$ cat src/rtl/rs_pkg.sv
// rs_pkg: constants, state encoding and baud divisor shared by the
// RS-232 receiver and transmitter.
package rs_pkg;

  localparam int OVERSAMPLE = 16;
  localparam int DATA_W     = 8;
  localparam int TCNT_W     = $clog2(OVERSAMPLE);
  localparam int BCNT_W     = $clog2(DATA_W);

  typedef enum logic [2:0] {
    ST_IDLE,
    ST_START,
    ST_DATA,
    ST_PARITY,
    ST_STOP,
    ST_WAIT_HIGH
  } rs_state_e;

  // Rounded clocks per oversample tick.
  function automatic int baud_div(input int clk_freq, input int baud);
    return (clk_freq + (OVERSAMPLE * baud) / 2) / (OVERSAMPLE * baud);
  endfunction

endpackage

$ cat src/rtl/rs_baud_tick.sv
// rs_baud_tick: 16x oversample tick generator with synchronous restart.
// The tick is high on the last clock of each divider period.
module rs_baud_tick
  import rs_pkg::*;
#(
  parameter int CLK_FREQ = 50000000,
  parameter int BAUD     = 115200
) (
  input  logic clk_i,
  input  logic rst_i,
  input  logic restart_i,
  output logic tick_o
);

  localparam int DIV = baud_div(CLK_FREQ, BAUD);
  localparam int CW  = (DIV > 1) ? $clog2(DIV) : 1;
  localparam logic [CW-1:0] LAST = CW'(DIV - 1);

  logic [CW-1:0] cnt_q, cnt_d;

  assign tick_o = (cnt_q == LAST);

  always_comb begin
    cnt_d = tick_o ? '0 : cnt_q + 1'b1;
    if (restart_i) cnt_d = '0;
  end

  always_ff @(posedge clk_i) begin
    if (rst_i) cnt_q <= '0;
    else       cnt_q <= cnt_d;
  end

endmodule

$ cat src/rtl/rs_rx.sv
// rs_rx: 16x-oversampled RS-232 receiver, 8 data bits, 1 stop bit.
// Define RS_RX_PARITY_EN to add an even-parity bit after bit 7.
module rs_rx
  import rs_pkg::*;
#(
  parameter int CLK_FREQ = 50000000,
  parameter int BAUD     = 115200
) (
  input  logic              CLK_50MHZ,
  input  logic              RST,
  input  logic              RS232_DCE_RXD,
  output logic [DATA_W-1:0] DATA,
  output logic              VALID,
  output logic              FRAME_ERR,
  output logic              PARITY_ERR,
  output logic              BUSY
);

  localparam logic [TCNT_W-1:0] MID  = TCNT_W'(OVERSAMPLE / 2 - 1);
  localparam logic [TCNT_W-1:0] LAST = TCNT_W'(OVERSAMPLE - 1);
  localparam logic [BCNT_W-1:0] LAST_BIT = BCNT_W'(DATA_W - 1);

  logic rx_s1_q, rx_s2_q, rx_prev_q;
  logic fall, tick, restart;

  rs_state_e state_q, state_d;
  logic [TCNT_W-1:0] tcnt_q, tcnt_d;
  logic [BCNT_W-1:0] bcnt_q, bcnt_d;
  logic [DATA_W-1:0] shreg_q, shreg_d;
  logic [DATA_W-1:0] data_q, data_d;
  logic valid_q, valid_d;
  logic ferr_q, ferr_d;
`ifdef RS_RX_PARITY_EN
  logic par_bad_q, par_bad_d;
  logic perr_q, perr_d;
`endif

  always_ff @(posedge CLK_50MHZ) begin
    if (RST) begin
      rx_s1_q   <= 1'b1;
      rx_s2_q   <= 1'b1;
      rx_prev_q <= 1'b1;
    end else begin
      rx_s1_q   <= RS232_DCE_RXD;
      rx_s2_q   <= rx_s1_q;
      rx_prev_q <= rx_s2_q;
    end
  end

  assign fall = rx_prev_q & ~rx_s2_q;

  rs_baud_tick #(
    .CLK_FREQ(CLK_FREQ),
    .BAUD    (BAUD)
  ) u_tick (
    .clk_i    (CLK_50MHZ),
    .rst_i    (RST),
    .restart_i(restart),
    .tick_o   (tick)
  );

  always_comb begin
    state_d = state_q;
    tcnt_d  = tcnt_q;
    bcnt_d  = bcnt_q;
    shreg_d = shreg_q;
    data_d  = data_q;
    valid_d = 1'b0;
    ferr_d  = 1'b0;
    restart = 1'b0;
`ifdef RS_RX_PARITY_EN
    par_bad_d = par_bad_q;
    perr_d    = 1'b0;
`endif
    unique case (state_q)
      ST_IDLE: begin
        if (fall) begin
          state_d = ST_START;
          restart = 1'b1;
          tcnt_d  = '0;
          bcnt_d  = '0;
        end
      end
      ST_START: begin
        if (tick) begin
          tcnt_d = tcnt_q + 1'b1;
          if (tcnt_q == MID) begin
            tcnt_d  = '0;
            state_d = rx_s2_q ? ST_IDLE : ST_DATA;
          end
        end
      end
      ST_DATA: begin
        if (tick) begin
          tcnt_d = tcnt_q + 1'b1;
          if (tcnt_q == LAST) begin
            shreg_d = {rx_s2_q, shreg_q[DATA_W-1:1]};
            bcnt_d  = bcnt_q + 1'b1;
            if (bcnt_q == LAST_BIT) begin
`ifdef RS_RX_PARITY_EN
              state_d = ST_PARITY;
`else
              state_d = ST_STOP;
`endif
            end
          end
        end
      end
`ifdef RS_RX_PARITY_EN
      ST_PARITY: begin
        if (tick) begin
          tcnt_d = tcnt_q + 1'b1;
          if (tcnt_q == LAST) begin
            par_bad_d = ^{shreg_q, rx_s2_q};
            state_d   = ST_STOP;
          end
        end
      end
`endif
      ST_STOP: begin
        if (tick) begin
          tcnt_d = tcnt_q + 1'b1;
          if (tcnt_q == LAST) begin
            data_d = shreg_q;
            if (rx_s2_q) begin
              state_d = ST_IDLE;
`ifdef RS_RX_PARITY_EN
              valid_d = ~par_bad_q;
              perr_d  = par_bad_q;
`else
              valid_d = 1'b1;
`endif
            end else begin
              // A break must not be mistaken for a new start bit.
              ferr_d  = 1'b1;
              state_d = ST_WAIT_HIGH;
            end
          end
        end
      end
      ST_WAIT_HIGH: begin
        if (rx_s2_q) state_d = ST_IDLE;
      end
      default: state_d = ST_IDLE;
    endcase
  end

  always_ff @(posedge CLK_50MHZ) begin
    if (RST) begin
      state_q <= ST_IDLE;
      tcnt_q  <= '0;
      bcnt_q  <= '0;
      shreg_q <= '0;
      data_q  <= '0;
      valid_q <= 1'b0;
      ferr_q  <= 1'b0;
    end else begin
      state_q <= state_d;
      tcnt_q  <= tcnt_d;
      bcnt_q  <= bcnt_d;
      shreg_q <= shreg_d;
      data_q  <= data_d;
      valid_q <= valid_d;
      ferr_q  <= ferr_d;
    end
  end

`ifdef RS_RX_PARITY_EN
  always_ff @(posedge CLK_50MHZ) begin
    if (RST) begin
      par_bad_q <= 1'b0;
      perr_q    <= 1'b0;
    end else begin
      par_bad_q <= par_bad_d;
      perr_q    <= perr_d;
    end
  end

  assign PARITY_ERR = perr_q;
`else
  assign PARITY_ERR = 1'b0;
`endif

  assign DATA      = data_q;
  assign VALID     = valid_q;
  assign FRAME_ERR = ferr_q;
  assign BUSY      = (state_q != ST_IDLE);

endmodule

$ cat config.mk
export PLATFORM = sky130hd
export DESIGN_NAME = rs_rx
export DESIGN_NICKNAME = d
export VERILOG_FILES = /design/src/rtl/rs_pkg.sv /design/src/rtl/rs_baud_tick.sv /design/src/rtl/rs_rx.sv
export SDC_FILE = /design/constraint.sdc
export NUM_CORES = 1
export LEC_CHECK = 0
export CAP_MARGIN = 20
export CORE_MARGIN = 5
export CORE_UTILIZATION = 50
export DETAILED_ROUTE_END_ITERATION = 7
export PLACE_DENSITY_LB_ADDON = 0.05
export SLEW_MARGIN = 10
export SYNTH_ARGS = -nofsm -noshare
export SYNTH_HDL_FRONTEND = slang
export SYNTH_SLANG_ARGS = --single-unit
export TNS_END_PERCENT = 10
$ cat constraint.sdc
create_clock -name CLK_50MHZ -period 1.69 [get_ports CLK_50MHZ]
set_input_delay 0.338 -clock CLK_50MHZ [delete_from_list [all_inputs] [get_ports CLK_50MHZ]]
set_output_delay 0.338 -clock CLK_50MHZ [all_outputs]
set_load 0.05 [all_outputs]
== Word-level counts from Yosys, hierarchy flattened ==
Cells that the tools add are included.
Storage, ports and cells
  bits in registers: 36
  latch bits: 0
  RAM bits: 0
  ROM bits: 0
  bits of input ports: 3
  output and inout port bits: 12
  word-level logic and storage cells: 74
  memories kept: 0
Cells by class
  add/subtract/negate cells: 3
  multiply operators: 0
  divide/modulo/power cells: 0
  $lt $le $gt $ge: 0
  equality and inequality tests: 18
  shift operators: 0
  mux-type cells: 25
  bitwise operators: 5
  reduce and logical (&&, ||, !) cells: 12
Operator list (count)
  3-bit 2-to-1 mux: 13
  4-bit 2-to-1 mux: 4
  3-bit case mux with 5 select lines: 1
  2-bit != test, second input constant: 6
  4-bit case mux with 3 select lines: 1
  3-bit equality test, second input constant: 3
  9-bit AND reduction: 1
  2-bit by 1-bit != test with 1-bit output, second input constant: 4
  4-bit AND reduction: 2
  3-bit case mux with 2 select lines: 1
  3-bit AND reduction: 2
  3-bit nonzero test: 2
  5-bit by 1-bit adder with 5-bit output, second input constant: 1
  5-bit equality test, second input constant: 1
  4-bit by 1-bit adder with 4-bit output, second input constant: 1
  4-bit by 3-bit equality test with 1-bit output, second input constant: 1
  4-bit equality test, second input constant: 1
  1-bit 2-to-1 mux: 4
  1-bit inverter: 4
  4-bit OR reduction: 1
  3-bit by 1-bit adder with 3-bit output, second input constant: 1
  3-bit by 1-bit equality test with 1-bit output, second input constant: 1
  3-bit by 2-bit equality test with 1-bit output, second input constant: 1
  3-bit logical NOT: 1
  5 further kinds: 5

== Logic depth before layout (Yosys ltp) ==
Gate-level depths: netlist of run 1.
  depth in word-level cells: 5
  depth in mapped cells: 7
  mapped depth without buffers: 7

== By module ==
Synthesis of run 1 repeated with hierarchy kept, for this count alone.
Unflattened totals
  cells, all modules: 181
  area, all modules: 1617.8 um^2
Modules (own cells, without submodules)
  rs_rx: times used 1, cells each 161, area an instance 1412.6 um^2, sequential area each 620.6 um^2
  rs_baud_tick: times used 1, cells each 20, area an instance 205.2 um^2, sequential area each 100.1 um^2

== Worst setup path before layout of run 1 ==
OpenSTA, ideal clock, no wires.
  path type: register to register
  start: reg state_q[1]
  end: reg tcnt_q[3]
  library setup time: 0.070 ns
  arrival time: 1.665 ns
  setup slack: -0.045 ns
  cell stages (with the launch flop): 6
  path buffers: 0
  period minus slack after synthesis: 1.735 ns
  path through: dfxtp_1 > or3_4 > nor2b_4 > nor2b_2 > or4_1 > a21oi_1
On the way
  longest elaborated chain between the ends: 4
  elaborated cells on any way between the ends: 11
  those cells by class: 6 x eq/ne; 1 x mux; 4 x reduce/logical
Ends and longest elaborated chain
  start, declared: line rs_rx.sv:26  | rs_state_e state_q, state_d;
  start signal, assigned: line rs_rx.sv:158  | state_q <= state_d;
  3-bit equality test / 3-bit by 2-bit equality test with 1-bit output (equally long branches): line rs_rx.sv:75  | unique case (state_q)
  2-bit OR reduction (no line)
  2-bit by 1-bit != test with 1-bit output (no line) / 3-bit nonzero test (equally long branches)
  4-bit AND reduction (no line)
  end signal, assigned: line rs_rx.sv:159  | tcnt_q <= tcnt_d;
  end, declared: line rs_rx.sv:27  | logic [TCNT_W-1:0] tcnt_q, tcnt_d;
Several ways; a longest one is shown, not always the timed one.
A chain may end at the register's enable or synchronous reset.

== Final worst setup path of run 1 ==
  start: reg state_q[2]
  end: reg tcnt_q[1]
The elaborated chain is that of the path after synthesis.

==> results of run 1 <==
stage by stage:
step | total power [W] | setup TNS [ns]
floorplan | 0.000949 | 0
global placement | 0.000976 | 0
detailed placement | 0.000978 | -0.0165
CTS | 0.00146 | -0.0194
global route | 0.00151 | -0.879
finish | 0.00144 | -0.124
layout make-up:
class,instances,area [µm²],area share
Multi-Input combinational cell,117,835,0.437
Sequential cell,36,729,0.382
Timing Repair Buffer,26,213,0.111
Clock buffer,7,55.1,0.0288
Tap cell,44,55.1,0.0288
Inverter,4,15.0,0.00786
Clock inverter,1,7.51,0.00393
cells in the final DEF (no fill, tap or decap), types with 2 or more instances in the layout:
cell / instances
a21oi_1: 5
buf_4: 23
clkbuf_4: 5
clkdlybuf4s50_1: 2
dfxtp_1: 29
dfxtp_2: 7
ha_1: 4
inv_1: 4
mux2i_1: 18
nand2_1: 3
nand3_1: 5
nand4_1: 3
nor2_1: 27
nor2b_1: 7
nor2b_4: 2
nor3_1: 2
nor3b_1: 2
nor3b_2: 4
o21ai_0: 2
o21ai_1: 4
or2_2: 3
or3_1: 3
xnor2_1: 2
xor2_1: 2
flip-flops by register name, indices dropped and copies added, names as in the netlist:
signal and flops:
DATA 8, shreg_q 8, u_tick.cnt_q 5, tcnt_q 4, bcnt_q 3, state_q 3, FRAME_ERR 1, VALID 1
rx_prev_q 1, rx_s1_q 1, rx_s2_q 1
metal layers:
| metal | track usage | up-vias | share of wire |
|---|---|---|---|
| li1 | - | 622 | - |
| met1 | 0.171 | 581 | 0.46 |
| met2 | 0.250 | 23 | 0.48 |
| met3 | 0.0374 | 7 | 0.039 |
| met4 | 0.0838 | 0 | 0.022 |
| met5 | 0 | - | 0 |
report_power, final:
group / switching, W / leakage [nW] / total [W] / internal, W
Sequential: 0.0000103 / 0.294 / 0.000871 / 0.000860
Combinational: 0.0000531 / 0.404 / 0.0000916 / 0.0000385
Clock: 0.000279 / 0.0315 / 0.000482 / 0.000204
Total: 0.000342 / 0.730 / 0.00144 / 0.00110
cells by family after synthesis:
family	synth area share
buffers and inverters	0.0405
xor gates and xnor gates	0.0222
and+or+nand+nor	0.242
DFF	0.457
other	0.00238
AOI/OAI and AO/OA	0.0746
adders and majority gates	0.0397
muxes	0.121
final timing paths:
check / startpoint / endpoint / slack [ns] / depth (start not counted)
setup reg to reg: state_q[2] / tcnt_q[1] / -0.07 / 5
hold / removal: rx_s1_q / rx_s2_q / 0.42 / 1
hold reg to reg: rx_s1_q / rx_s2_q / 0.42 / 1
setup / recovery: state_q[2] / tcnt_q[1] / -0.07 / 5
timing repair:
item,in CTS,in global routing
setup buffers,0,1
hold buffers,0,0
pin swaps,1,3
gates resized for setup,4,13
setup endpoints to repair,4,25
worst register-to-register path: stages (launching register included):
cell and delay, ns:
dfxtp_1 0.53, nor2b_1 0.17, o311ai_1 0.44, nor2b_4 0.28
mux2i_1 0.19, nor2_1 0.05
==> metrics, run 1 <==
# diodes 0; RSZ-0062 raised after global routing yes; Async SR Flop Fraction 0; CTS Buffer Depth 2; core area 3030 µm²; DRC viols 0; cell family with most CP delay flip-flops; Fillers 257; final hold vios 0; drt pass-1 iters 4; clk sinks 36; count of cell types in the netlist 39; fin util 0.631; Cell Area, Synth 1580 µm²; class of the worst hold path flip-flop to flip-flop; Most used DFF post-synth dfxtp_1; largest cells by area after synthesis dfxtp_1, mux2i_1, nor2_1; gpl congestion 0.902; PwrDens 757 nW/µm²; Area Growth Syn to Fin 21.1%; net count of the finished layout 198; Die Area 4380 µm²; H-tree depth 2; dpl hpwl 2080 µm; top-count cell post-synth dfxtp_1; top achievable clock speed 568 MHz; initial antenna violation count 0; Final ANT Viol Nets 0; # IOs 15; Seq/Total Area, Yosys 0.457; I/O Buffers 13; post-synth top area share 0.457; endpoint class of the critical path flip-flop; synth warn 0; post-place instance area 1800 µm²; dpl cells 226; CP Launch Type flip-flop; worst skew pair latency 0.34 ns; fin crit period 1.76 ns; max-slew violations 0; highest-delay cell along the critical path dfxtp_1; Worst EP arrival 1.99 ns; Setup Skew 0.0154 ns; max incr delay on CP 0.53 ns; Routed wire per std cell 12.4 µm; Global Route Usage Sum 0.149; fin worst setup slack -0.0715 ns; number of synthesized flops with an enable pin 0; syn avg cell area 9.50 µm²; Layout Cells excl Fill 235; failing checks setup timing; Post-Place Setup Slack -0.0113 ns; Final setup viols 3; drt initial violations 79; status complete, but fails checks; period utilisation layout 1.04; root buffer cell clkbuf_4; synth cell count leaders dfxtp_1, nor2_1, mux2i_1; Die H 66.2 µm; total CTS buffers 5; drt total wl 2930 µm; Site Rows 20; area leader, netlist dfxtp_1; cells along the critical path nor2b_1 > o311ai_1 > nor2b_4 > mux2i_1 > nor2_1; largest net degree at the start of global routing 18; via count 1,233; vias in the first global route 1,178; Max FO, Critical Path 10; chip width 66.2 µm; CP required 1.92 ns; LEAKAGE 0.730 nW; first-pass GRT wire length 5000 µm; Initial Utilization 0.521; fin area 1910 µm²; Cells after Synth 166; syn_nets 174; CTS clk-pin slew, worst paths 0.11 ns; layout cell share with drive strength beyond 1 0.283; Via density 5.25; total of max-cap violations 0; total congestion overflow 0; CP bufs+invs 0; Max VDD drop 0.441 mV; Hold WS 0.423 ns; WS Path Type flip-flop to flip-flop; register bit total from synthesis 36; CTS tree yes
Note: power is estimated with default switching activity, not from simulation.
==> inputs of run 2 (changes only) <==
--- a/config.mk
+++ b/config.mk
@@ -5,7 +5,7 @@
 export SDC_FILE = /design/constraint.sdc
 export NUM_CORES = 1
 export LEC_CHECK = 0
-export CAP_MARGIN = 20
+export CAP_MARGIN = 5
 export CORE_MARGIN = 5
 export CORE_UTILIZATION = 50
 export DETAILED_ROUTE_END_ITERATION = 7
==> results of run 2 <==
No change in the layout: final DEF, timing and power equal those of run 1.
